### src/rtl/muldiv_hilo_pkg.sv
// Shared definitions for the iterative multiply/divide unit.
//   - op_code encodings (000 and 111 are NOP and need no name)
//   - FSM state encoding
//   - is_arith(): true for the four opcodes that run the iterative datapath
package muldiv_hilo_pkg;

    localparam logic [2:0] OP_MULT  = 3'b001;
    localparam logic [2:0] OP_MULTU = 3'b010;
    localparam logic [2:0] OP_DIV   = 3'b011;
    localparam logic [2:0] OP_DIVU  = 3'b100;
    localparam logic [2:0] OP_MTHI  = 3'b101;
    localparam logic [2:0] OP_MTLO  = 3'b110;

    typedef enum logic [1:0] {
        ST_IDLE = 2'd0,
        ST_CALC = 2'd1,
        ST_FIX  = 2'd2
    } state_e;

    function automatic logic is_arith(input logic [2:0] op);
        return (op == OP_MULT) || (op == OP_MULTU) || (op == OP_DIV) || (op == OP_DIVU);
    endfunction

endpackage

### src/rtl/muldiv_hilo_iter_core.sv
// Radix-2 iterative datapath shared by multiply and divide.
// Holds {acc, q} plus the latched second operand b; one step per cycle.
//   Multiply (shift-add): q starts as the multiplier; after WIDTH steps
//     {acc, q} is the full unsigned product.
//   Divide (restoring): q starts as the dividend; after WIDTH steps
//     q is the quotient and acc the remainder. With b == 0 every trial
//     subtraction succeeds, so q ends all ones and acc ends equal to the
//     original dividend.
// Ports:
//   clk, rst       clock, asynchronous active-low reset
//   load           latch a_in into q, b_in into b, clear acc
//   step           perform one iteration
//   mode_div       0 = multiply step, 1 = divide step
//   a_in, b_in     operand magnitudes
//   acc, q         current register contents (final results after WIDTH steps)
module muldiv_hilo_iter_core #(
    parameter int WIDTH = 32
) (
    input  logic             clk,
    input  logic             rst,
    input  logic             load,
    input  logic             step,
    input  logic             mode_div,
    input  logic [WIDTH-1:0] a_in,
    input  logic [WIDTH-1:0] b_in,
    output logic [WIDTH-1:0] acc,
    output logic [WIDTH-1:0] q
);

    logic [WIDTH-1:0] acc_reg, acc_next;
    logic [WIDTH-1:0] q_reg, q_next;
    logic [WIDTH-1:0] b_reg;
    logic [WIDTH-1:0] addend;
    logic [WIDTH:0]   sum;
    logic [WIDTH:0]   shifted;
    logic [WIDTH-1:0] diff;
    logic             fits;

    // Multiply partial product: b gated by the current multiplier LSB.
    generate
        for (genvar gi = 0; gi < WIDTH; gi++) begin : g_addend
            assign addend[gi] = q_reg[0] & b_reg[gi];
        end
    endgenerate

    assign sum     = {1'b0, acc_reg} + {1'b0, addend};
    assign shifted = {acc_reg, q_reg[WIDTH-1]};
    // A full-width compare rather than the subtract borrow keeps b == 0
    // correct, where the partial remainder can exceed WIDTH bits.
    assign fits    = shifted >= {1'b0, b_reg};
    assign diff    = shifted[WIDTH-1:0] - b_reg;

    always_comb begin
        acc_next = acc_reg;
        q_next   = q_reg;
        if (load) begin
            acc_next = '0;
            q_next   = a_in;
        end else if (step) begin
            if (mode_div) begin
                acc_next = fits ? diff : shifted[WIDTH-1:0];
                q_next   = {q_reg[WIDTH-2:0], fits};
            end else begin
                acc_next = sum[WIDTH:1];
                q_next   = {sum[0], q_reg[WIDTH-1:1]};
            end
        end
    end

    always_ff @(posedge clk or negedge rst) begin
        if (!rst) begin
            acc_reg <= '0;
            q_reg   <= '0;
            b_reg   <= '0;
        end else begin
            acc_reg <= acc_next;
            q_reg   <= q_next;
            if (load) begin
                b_reg <= b_in;
            end
        end
    end

    assign acc = acc_reg;
    assign q   = q_reg;

endmodule

### src/rtl/muldiv_hilo.sv
// Iterative MIPS-style multiply/divide unit with its own HI/LO pair.
// IDLE -> CALC (WIDTH cycles) -> FIX (1 cycle) -> IDLE. Signed operands are
// converted to magnitudes on acceptance; FIX restores the signs and commits.
// Ports:
//   clk, rst            clock, asynchronous active-low reset
//   op_valid/op_ready   request handshake (ready only in IDLE)
//   op_code             operation (see muldiv_hilo_pkg)
//   src_a, src_b        operands / MTHI-MTLO data in src_a
//   flush               abort in-flight op or drop an op offered in IDLE
//   rd_sel, rd_data     combinational read: 0 = HI, 1 = LO
//   busy                arithmetic op in flight
//   done                one-cycle pulse after HI/LO commit
module muldiv_hilo
    import muldiv_hilo_pkg::*;
#(
    parameter int WIDTH = 32
) (
    input  logic             clk,
    input  logic             rst,
    input  logic             op_valid,
    output logic             op_ready,
    input  logic [2:0]       op_code,
    input  logic [WIDTH-1:0] src_a,
    input  logic [WIDTH-1:0] src_b,
    input  logic             flush,
    input  logic             rd_sel,
    output logic [WIDTH-1:0] rd_data,
    output logic             busy,
    output logic             done
);

    localparam int CNT_W = $clog2(WIDTH) + 1;

    state_e             state_reg, state_next;
    logic [CNT_W-1:0]   cnt_reg;
    logic [WIDTH-1:0]   hi_reg, lo_reg;
    logic               done_reg;
    logic               is_div_reg, neg_lo_reg, neg_hi_reg;

    logic               accept, start_arith, commit;
    logic               op_signed, op_div, sign_a, sign_b, div_zero;
    logic [WIDTH-1:0]   a_mag, b_mag;
    logic [WIDTH-1:0]   core_acc, core_q;
    logic [2*WIDTH-1:0] prod_mag, prod_fix;
    logic [WIDTH-1:0]   quo_fix, rem_fix;

    assign accept      = op_valid && (state_reg == ST_IDLE) && !flush;
    assign start_arith = accept && is_arith(op_code);
    assign commit      = (state_reg == ST_FIX) && !flush;

    assign op_signed = (op_code == OP_MULT) || (op_code == OP_DIV);
    assign op_div    = (op_code == OP_DIV) || (op_code == OP_DIVU);
    assign sign_a    = op_signed && src_a[WIDTH-1];
    assign sign_b    = op_signed && src_b[WIDTH-1];
    assign div_zero  = op_div && (src_b == '0);

    // Divide-by-zero feeds the raw dividend so HI ends up holding src_a
    // exactly as presented; the sign flags are cleared for that case.
    // The most-negative value negates to itself, which reads correctly as
    // the unsigned magnitude 2^(WIDTH-1).
    assign a_mag = (sign_a && !div_zero) ? (-src_a) : src_a;
    assign b_mag = sign_b ? (-src_b) : src_b;

    muldiv_hilo_iter_core #(
        .WIDTH(WIDTH)
    ) u_core (
        .clk      (clk),
        .rst      (rst),
        .load     (start_arith),
        .step     (state_reg == ST_CALC),
        .mode_div (is_div_reg),
        .a_in     (a_mag),
        .b_in     (b_mag),
        .acc      (core_acc),
        .q        (core_q)
    );

    assign prod_mag = {core_acc, core_q};
    assign prod_fix = neg_lo_reg ? (-prod_mag) : prod_mag;
    assign quo_fix  = neg_lo_reg ? (-core_q) : core_q;
    assign rem_fix  = neg_hi_reg ? (-core_acc) : core_acc;

    always_ff @(posedge clk or negedge rst) begin
        if (!rst) begin
            state_reg <= ST_IDLE;
        end else begin
            state_reg <= state_next;
        end
    end

    always_comb begin
        state_next = state_reg;
        case (state_reg)
            ST_IDLE: if (start_arith) state_next = ST_CALC;
            ST_CALC: begin
                if (flush) begin
                    state_next = ST_IDLE;
                end else if (cnt_reg == CNT_W'(WIDTH - 1)) begin
                    state_next = ST_FIX;
                end
            end
            ST_FIX:  state_next = ST_IDLE;
            default: state_next = ST_IDLE;
        endcase
    end

    always_ff @(posedge clk or negedge rst) begin
        if (!rst) begin
            cnt_reg    <= '0;
            hi_reg     <= '0;
            lo_reg     <= '0;
            done_reg   <= 1'b0;
            is_div_reg <= 1'b0;
            neg_lo_reg <= 1'b0;
            neg_hi_reg <= 1'b0;
        end else begin
            done_reg <= commit;
            if (start_arith) begin
                cnt_reg    <= '0;
                is_div_reg <= op_div;
                // Quotient (or product) sign vs. remainder sign (dividend's).
                neg_lo_reg <= (sign_a ^ sign_b) && !div_zero;
                neg_hi_reg <= op_div ? (sign_a && !div_zero) : (sign_a ^ sign_b);
            end else if (state_reg == ST_CALC) begin
                cnt_reg <= cnt_reg + CNT_W'(1);
            end
            if (commit) begin
                if (is_div_reg) begin
                    hi_reg <= rem_fix;
                    lo_reg <= quo_fix;
                end else begin
                    {hi_reg, lo_reg} <= prod_fix;
                end
            end else if (accept && (op_code == OP_MTHI)) begin
                hi_reg <= src_a;
            end else if (accept && (op_code == OP_MTLO)) begin
                lo_reg <= src_a;
            end
        end
    end

    assign op_ready = (state_reg == ST_IDLE);
    assign busy     = (state_reg != ST_IDLE);
    assign done     = done_reg;
    assign rd_data  = rd_sel ? lo_reg : hi_reg;

endmodule

### config.mk
export PLATFORM = sky130hd
export DESIGN_NAME = muldiv_hilo
export DESIGN_NICKNAME = d
export VERILOG_FILES = /design/src/rtl/muldiv_hilo_pkg.sv /design/src/rtl/muldiv_hilo_iter_core.sv /design/src/rtl/muldiv_hilo.sv
export SDC_FILE = /design/constraint.sdc
export NUM_CORES = 1
export LEC_CHECK = 0
export CAP_MARGIN = 20
export CORE_MARGIN = 3
export CORE_UTILIZATION = 60
export DETAILED_ROUTE_END_ITERATION = 12
export GPL_TIMING_DRIVEN = 0
export MAX_ROUTING_LAYER = met4
export PLACE_DENSITY = 0.81
export SYNTH_ARGS = -nofsm -noshare
export SYNTH_HDL_FRONTEND = slang
export SYNTH_HIERARCHICAL = 1
export SYNTH_SLANG_ARGS = --single-unit
### constraint.sdc
create_clock -name clk -period 3.8 [get_ports clk]
set_input_delay 0.76 -clock clk [delete_from_list [all_inputs] [get_ports clk]]
set_output_delay 0.76 -clock clk [all_outputs]
set_load 0.005 [all_outputs]
======== After elaboration in Yosys (flattened, before gate mapping) ========
Index checks and enable logic that the tools add are counted.
word-level totals
  memories ................................ 0
  logic and storage cells ................. 118
  bits of input ports ..................... 72
  ROM bits ................................ 0
  bits in registers ....................... 172
  memory bits (writable) .................. 0
  output and inout bits ................... 35
  latch bits .............................. 0
operators by class
  muxes and demuxes ....................... 27
  $lt $le $gt $ge ......................... 1
  divide/modulo/power cells ............... 0
  reductions and logical operators ........ 26
  multipliers ............................. 0
  bitwise logic cells ..................... 33
  add/sub/neg operators ................... 8
  equal/unequal tests ..................... 12
  shifts and indexed selects .............. 0
operators by type and width
  kind                                                                   count
  32-bit 2-to-1 mux                                                      19
  32-bit negator                                                         4
  64-bit 2-to-1 mux                                                      1
  64-bit negator                                                         1
  32-bit by 32-bit adder with 33-bit output                              1
  33-bit by 32-bit greater-or-equal comparator with 1-bit output         1
  1-bit AND                                                              32
  32-bit zero test                                                       1
  32-bit subtractor                                                      1
  6-bit 2-to-1 mux                                                       2
  1-bit logical AND                                                      11
  3-bit equality test, second input constant                             3
  2-bit nonzero test                                                     4
  6-bit by 1-bit adder with 6-bit output, second input constant          1
  3-bit by 2-bit equality test with 1-bit output, second input constant  2
  6-bit by 5-bit equality test with 1-bit output, second input constant  1
  2-bit 2-to-1 mux                                                       3
  1-bit logical OR                                                       5
  2-bit case mux with 2 select lines                                     1
  2-bit AND reduction                                                    2
  3-bit by 1-bit equality test with 1-bit output, second input constant  1
  3-bit inequality test, second input constant                           1
  2-bit by 1-bit equality test with 1-bit output, second input constant  1
  2-bit equality test, second input constant                             1
  6 further kinds                                                        7

======== Depth between registers and ports, before layout ========
  word-level depth ........................ 7
  gate-level depth with buffers ........... 14
  depth with buffers taken out ............ 13

======== By module ========
Netlist, hierarchy kept.
by module, submodules not included
  module                 instances  cells each  area an instance (µm²)  sequential area each (µm²)
  muldiv_hilo_iter_core  1          1,030       8,154.1                 2,402.3
  muldiv_hilo            1          939         7,267.0                 1,901.8

======== Worst setup path before layout ========
OpenSTA, ideal clock, no wires.
  path kind ............................... register -> register
  from .................................... reg u_core.q_reg[0] (netlist: u_core/q[0])
  to ...................................... reg u_core.acc_reg[29] (netlist: u_core/acc[29])
  data arrival time ....................... 3,125 ps
  buffers on the path ..................... 1
  path slack .............................. 610 ps
  cell stages (with the launch flop) ...... 15
  setup time .............................. 65 ps
  data required time ...................... 3,735 ps
  path through ............................ dfrtp_1 clkbuf_1 and2_1 ha_1 inv_1 fa_1 nor2b_1 o31a_1 o21ai_0 a21oi_2 o211ai_2 o31a_1 or4_1 a31oi_1 a211o_1
between the ends
  word-level cells in the longest chain between the ends .. 5
ends and longest elaborated chain
  element                                      RTL line                     source
  from (decl)                                  muldiv_hilo_iter_core.sv:31  logic [WIDTH-1:0] q_reg, q_next;
  from (signal assigned)                       muldiv_hilo_iter_core.sv:77  q_reg <= q_next;
  1-bit AND                                    muldiv_hilo_iter_core.sv:42  assign addend[gi] = q_reg[0] & b_reg[gi];
  32-bit by 32-bit adder with 33-bit output *  muldiv_hilo_iter_core.sv:46  assign sum = {1'b0, acc_reg} + {1'b0, addend};
  32-bit 2-to-1 mux *                          muldiv_hilo_iter_core.sv:60  if (mode_div) begin
  32-bit 2-to-1 mux *                          muldiv_hilo_iter_core.sv:59  end else if (step) begin
  32-bit 2-to-1 mux *                          muldiv_hilo_iter_core.sv:56  if (load) begin
  to (signal assigned)                         muldiv_hilo_iter_core.sv:76  acc_reg <= acc_next;
  to (decl)                                    muldiv_hilo_iter_core.sv:30  logic [WIDTH-1:0] acc_reg, acc_next;
Mark *: on every way between the ends. The rest lies on a longest branch, timed or not. The select of a mux whose other input is x is not followed.
A chain may end at the register's enable or synchronous reset.

======== Worst setup path after layout ========
  from .................................... reg u_core.acc_reg[7] (netlist: u_core/acc[7])
  to ...................................... reg u_core.acc_reg[13] (netlist: u_core/acc[13])
between the ends
  word-level cells in the longest chain between the ends .. 5
ends and longest elaborated chain
  element                                                                                              RTL line                                                  source
  32-bit subtractor or 33-bit by 32-bit greater-or-equal comparator with 1-bit output (tied branches)  muldiv_hilo_iter_core.sv:51, muldiv_hilo_iter_core.sv:50
  32-bit 2-to-1 mux                                                                                    muldiv_hilo_iter_core.sv:61                               acc_next = fits ? diff : shifted[WIDTH-1:0];
  32-bit 2-to-1 mux *                                                                                  muldiv_hilo_iter_core.sv:60
  32-bit 2-to-1 mux *                                                                                  muldiv_hilo_iter_core.sv:59
  32-bit 2-to-1 mux *                                                                                  muldiv_hilo_iter_core.sv:56
Marked as above.

==> results.ini <==
[run_status]
status = finished with violations
violations = setup timing

[synthesis]
sequential_element_share_of_the_synthesized_area_pct = 27.9
number_of_flops_mapped_to_enable_cells_by_yosys = 0
largest_family_of_logic_cells_by_synthesized_area = compound AO/OA/AOI/OAI gates
yosys_most_used_dff = dfrtp_1
adder_cell_share_of_the_synthesized_area_pct = 5.86
yosys.cell_types.count = 86
top_cell_type_by_total_area_after_synthesis = dfrtp_1
mappedNetlistNets = 2112
synth-async-reset-ratio_pct = 100
synth_area_in_compound_gates_pct = 24.3
yosysWarnings = 6
yosys_register_bits = 172
syn_area_um2 = 15400
post_synth_main_area_contributors = dfrtp_1, nand2_1, o21ai_0
yosys-mux-area-fraction_pct = 6.17
synthesized_netlist_cell_count = 1969
netlist.area_leader.share_pct = 27.9
synthXorXnorAreaFrac_pct = 9.03
avgSynthCellArea_um2 = 7.83
post_synth_simple_gate_area_pct = 22.2

[place]
placedInstanceArea_um2 = 16900
finalWeightedCongestion = 1.14
placement.io_buffers = 101
detailed_place_hpwl_um = 48000

[critical_path]
timing_worst_setup_path_type = flip-flop to flip-flop
setup.worst_path.end_class = flip-flop
reg2reg_setup_slack_ps = -30
critPathRequiredTime_ps = 4100
critical_path.startpoint_type = flip-flop
cp_max_fo = 10
critPathArrivalTime_ps = 4140

[global_route]
pin_count_of_the_biggest_net_entering_global_routing = 99
grt_antenna_before_repair = 1
first_pass_grt_wire_length_um = 94200
grt-ovfl-total = 0
first_global_vias = 16200
grt.total_usage_pct = 44.8

[floorplan]
num_io_pins = 107
die_y_um = 166
die_area_um2 = 27700
std_cell_rows = 58
core_area_um2 = 25300
floorplan.die.width_um = 166
initial_utilization_pct = 61.1

[cts]
worstSkewPairLatency_ps = 450
clock_sinks = 172
cts.root.buffer_cell = clkbuf_16
cts-hold-fix-buffers = 0
clock_tree.htree_level_count = 4
cts.reportedPaths.clkPinSlew_ps = 80
cts_buffers = 17
max-clock-path-buffers = 2
cts_tree = yes

[drt]
route.detailed.wl_per_inst_um = 25.6
drtIter0Drc = 2516
viasPerCell = 6.98
finalWirelength_um = 62400
antenna_violating_nets_post_route = 0
detailed_route_drc_error_count = 0
firstDrtPassIters = 9
count_of_vias_placed_by_the_detailed_router = 17000

[sta]
worst_slew_margin_rel_pct = 24.9
setup_viol = 3
hold_ws_ps = 241
fin_crit_sh_pct = 101
max_freq_mhz = 261
final-max-slew-violation-count = 0
timing.final.ws_setup_ps = -32.4
skew_ps = 19.5
worst_max_slew_pin_slew_ps = 1120
unrepaired_setup_endpoints_after_global_routing = true
min_period_ps = 3830
finalHoldViolations = 0

[final_layout]
mostFrequentLayoutCell = nand2_1
highest_count_cells_in_the_layout_ignoring_fill_and_taps = nand2_1, o21ai_0, dfrtp_1, nor2_1, a21oi_1
post_route_cells_drive_above_1_share_pct = 6.46
nets = 2236
postLayoutCellArea_um2 = 17600
areaGrowthSynthToFinish_pct = 14.1

[worst_hold_path]
hp-class = primary input to asynchronous set/reset pin

[power_and_ir_drop]
leakage_power_figure_nw = 7.18
vdd_ir_drop_max_mv = 0.615
power.density_cell_area_nw_per_um2 = 776

[run]
cap_viol_max_count = 0

## power breakdown
part / internal [W] / switching [W] / total, W
sequential: 0.00242 / 0.00126 / 0.00368
clock: 0.000897 / 0.000910 / 0.00181
combinational: 0.00324 / 0.00494 / 0.00818
total: 0.00655 / 0.00712 / 0.0137
## final timing paths
check,depth (start not counted),end,start
min,1,u_core/q[12],rst
max reg2reg,11,u_core/acc[13],u_core/acc[7]
min in group clk,1,state_reg[1],cnt_reg[5]
min reg2reg,1,state_reg[1],cnt_reg[5]
max in group asynchronous,2,u_core/acc[12],rst
max,11,u_core/acc[13],u_core/acc[7]
## area by class of cell
type / instances / area [µm²]
Clock inverter: 14 / 150
Fill cell: 2064 / 7650
Buffer: 102 / 413
Inverter: 75 / 285
Multi-Input combinational cell: 1619 / 10500
Timing Repair Buffer: 106 / 1070
Sequential cell: 172 / 4310
Tap cell: 330 / 413
Antenna cell: 1 / 2.50
Clock buffer: 18 / 439
## layer usage
| metal | vias to the layer above | global-route usage [%] | wire, µm |
|---|---|---|---|
| li1 | 7460 | - | - |
| met1 | 7958 | 52.1 | 22300 |
| met2 | 1254 | 71.7 | 28700 |
| met3 | 341 | 6.78 | 6070 |
| met4 | 0 | 30.5 | 5310 |
| met5 | - | - | 0 |
## per-stage QoR
step	setup slack, ps	instances	setup TNS (ps)	util [%]	total power (W)
2_1_floorplan	610	1969	0	-	0.00870
3_3_place_gp	-5290	2400	-949890	66.7	0.0112
3_5_place_dp	-1020	2404	-44880	66.9	0.0114
4_1_cts	21.7	2435	0	69.4	0.0132
5_1_grt	-69.8	2437	-275	69.7	0.0144
6_report	-32.4	2437	-72.3	69.7	0.0137
## repair_timing
item	4_1_cts	5_1_grt
pin swaps	0	1
resized for setup	14	23
setup endpoints to repair	61	40
setup buffers	0	1
## kinds of logic after synthesis
logic type	count (synthesis)
AND/OR/NAND/NOR	708
AO/OA/AOI/OAI	591
buffers and inverters	178
flip-flops	172
XOR/XNOR	159
multiplexers	90
adder cells (fa/ha/maj)	71
## synth_stat cells, types with 42 or more instances
| library cell | count |
|---|---|
| nor2_1 | 163 |
| dfrtp_1 | 172 |
| xor2_1 | 70 |
| and2_1 | 43 |
| o21ai_0 | 182 |
| nor4_1 | 47 |
| clkbuf_1 | 79 |
| a21oi_1 | 138 |
| nand3_1 | 42 |
| mux2i_1 | 50 |
| ha_1 | 69 |
| nand2_1 | 243 |
| inv_1 | 74 |
| nor3_1 | 42 |
| xnor2_1 | 89 |
## critical path, stage by stage (launching register included)
cell and delay, ps:
dfrtp_1 650, ha_1 570, nand2_1 80, o21ai_1 310, nand3_1 190, a21oi_1 350
or3b_1 310, a21bo_2 280, buf_4 260, buf_4 280, mux2i_1 290, o21ai_0 110
Note: power is estimated with default switching activity, not from simulation.
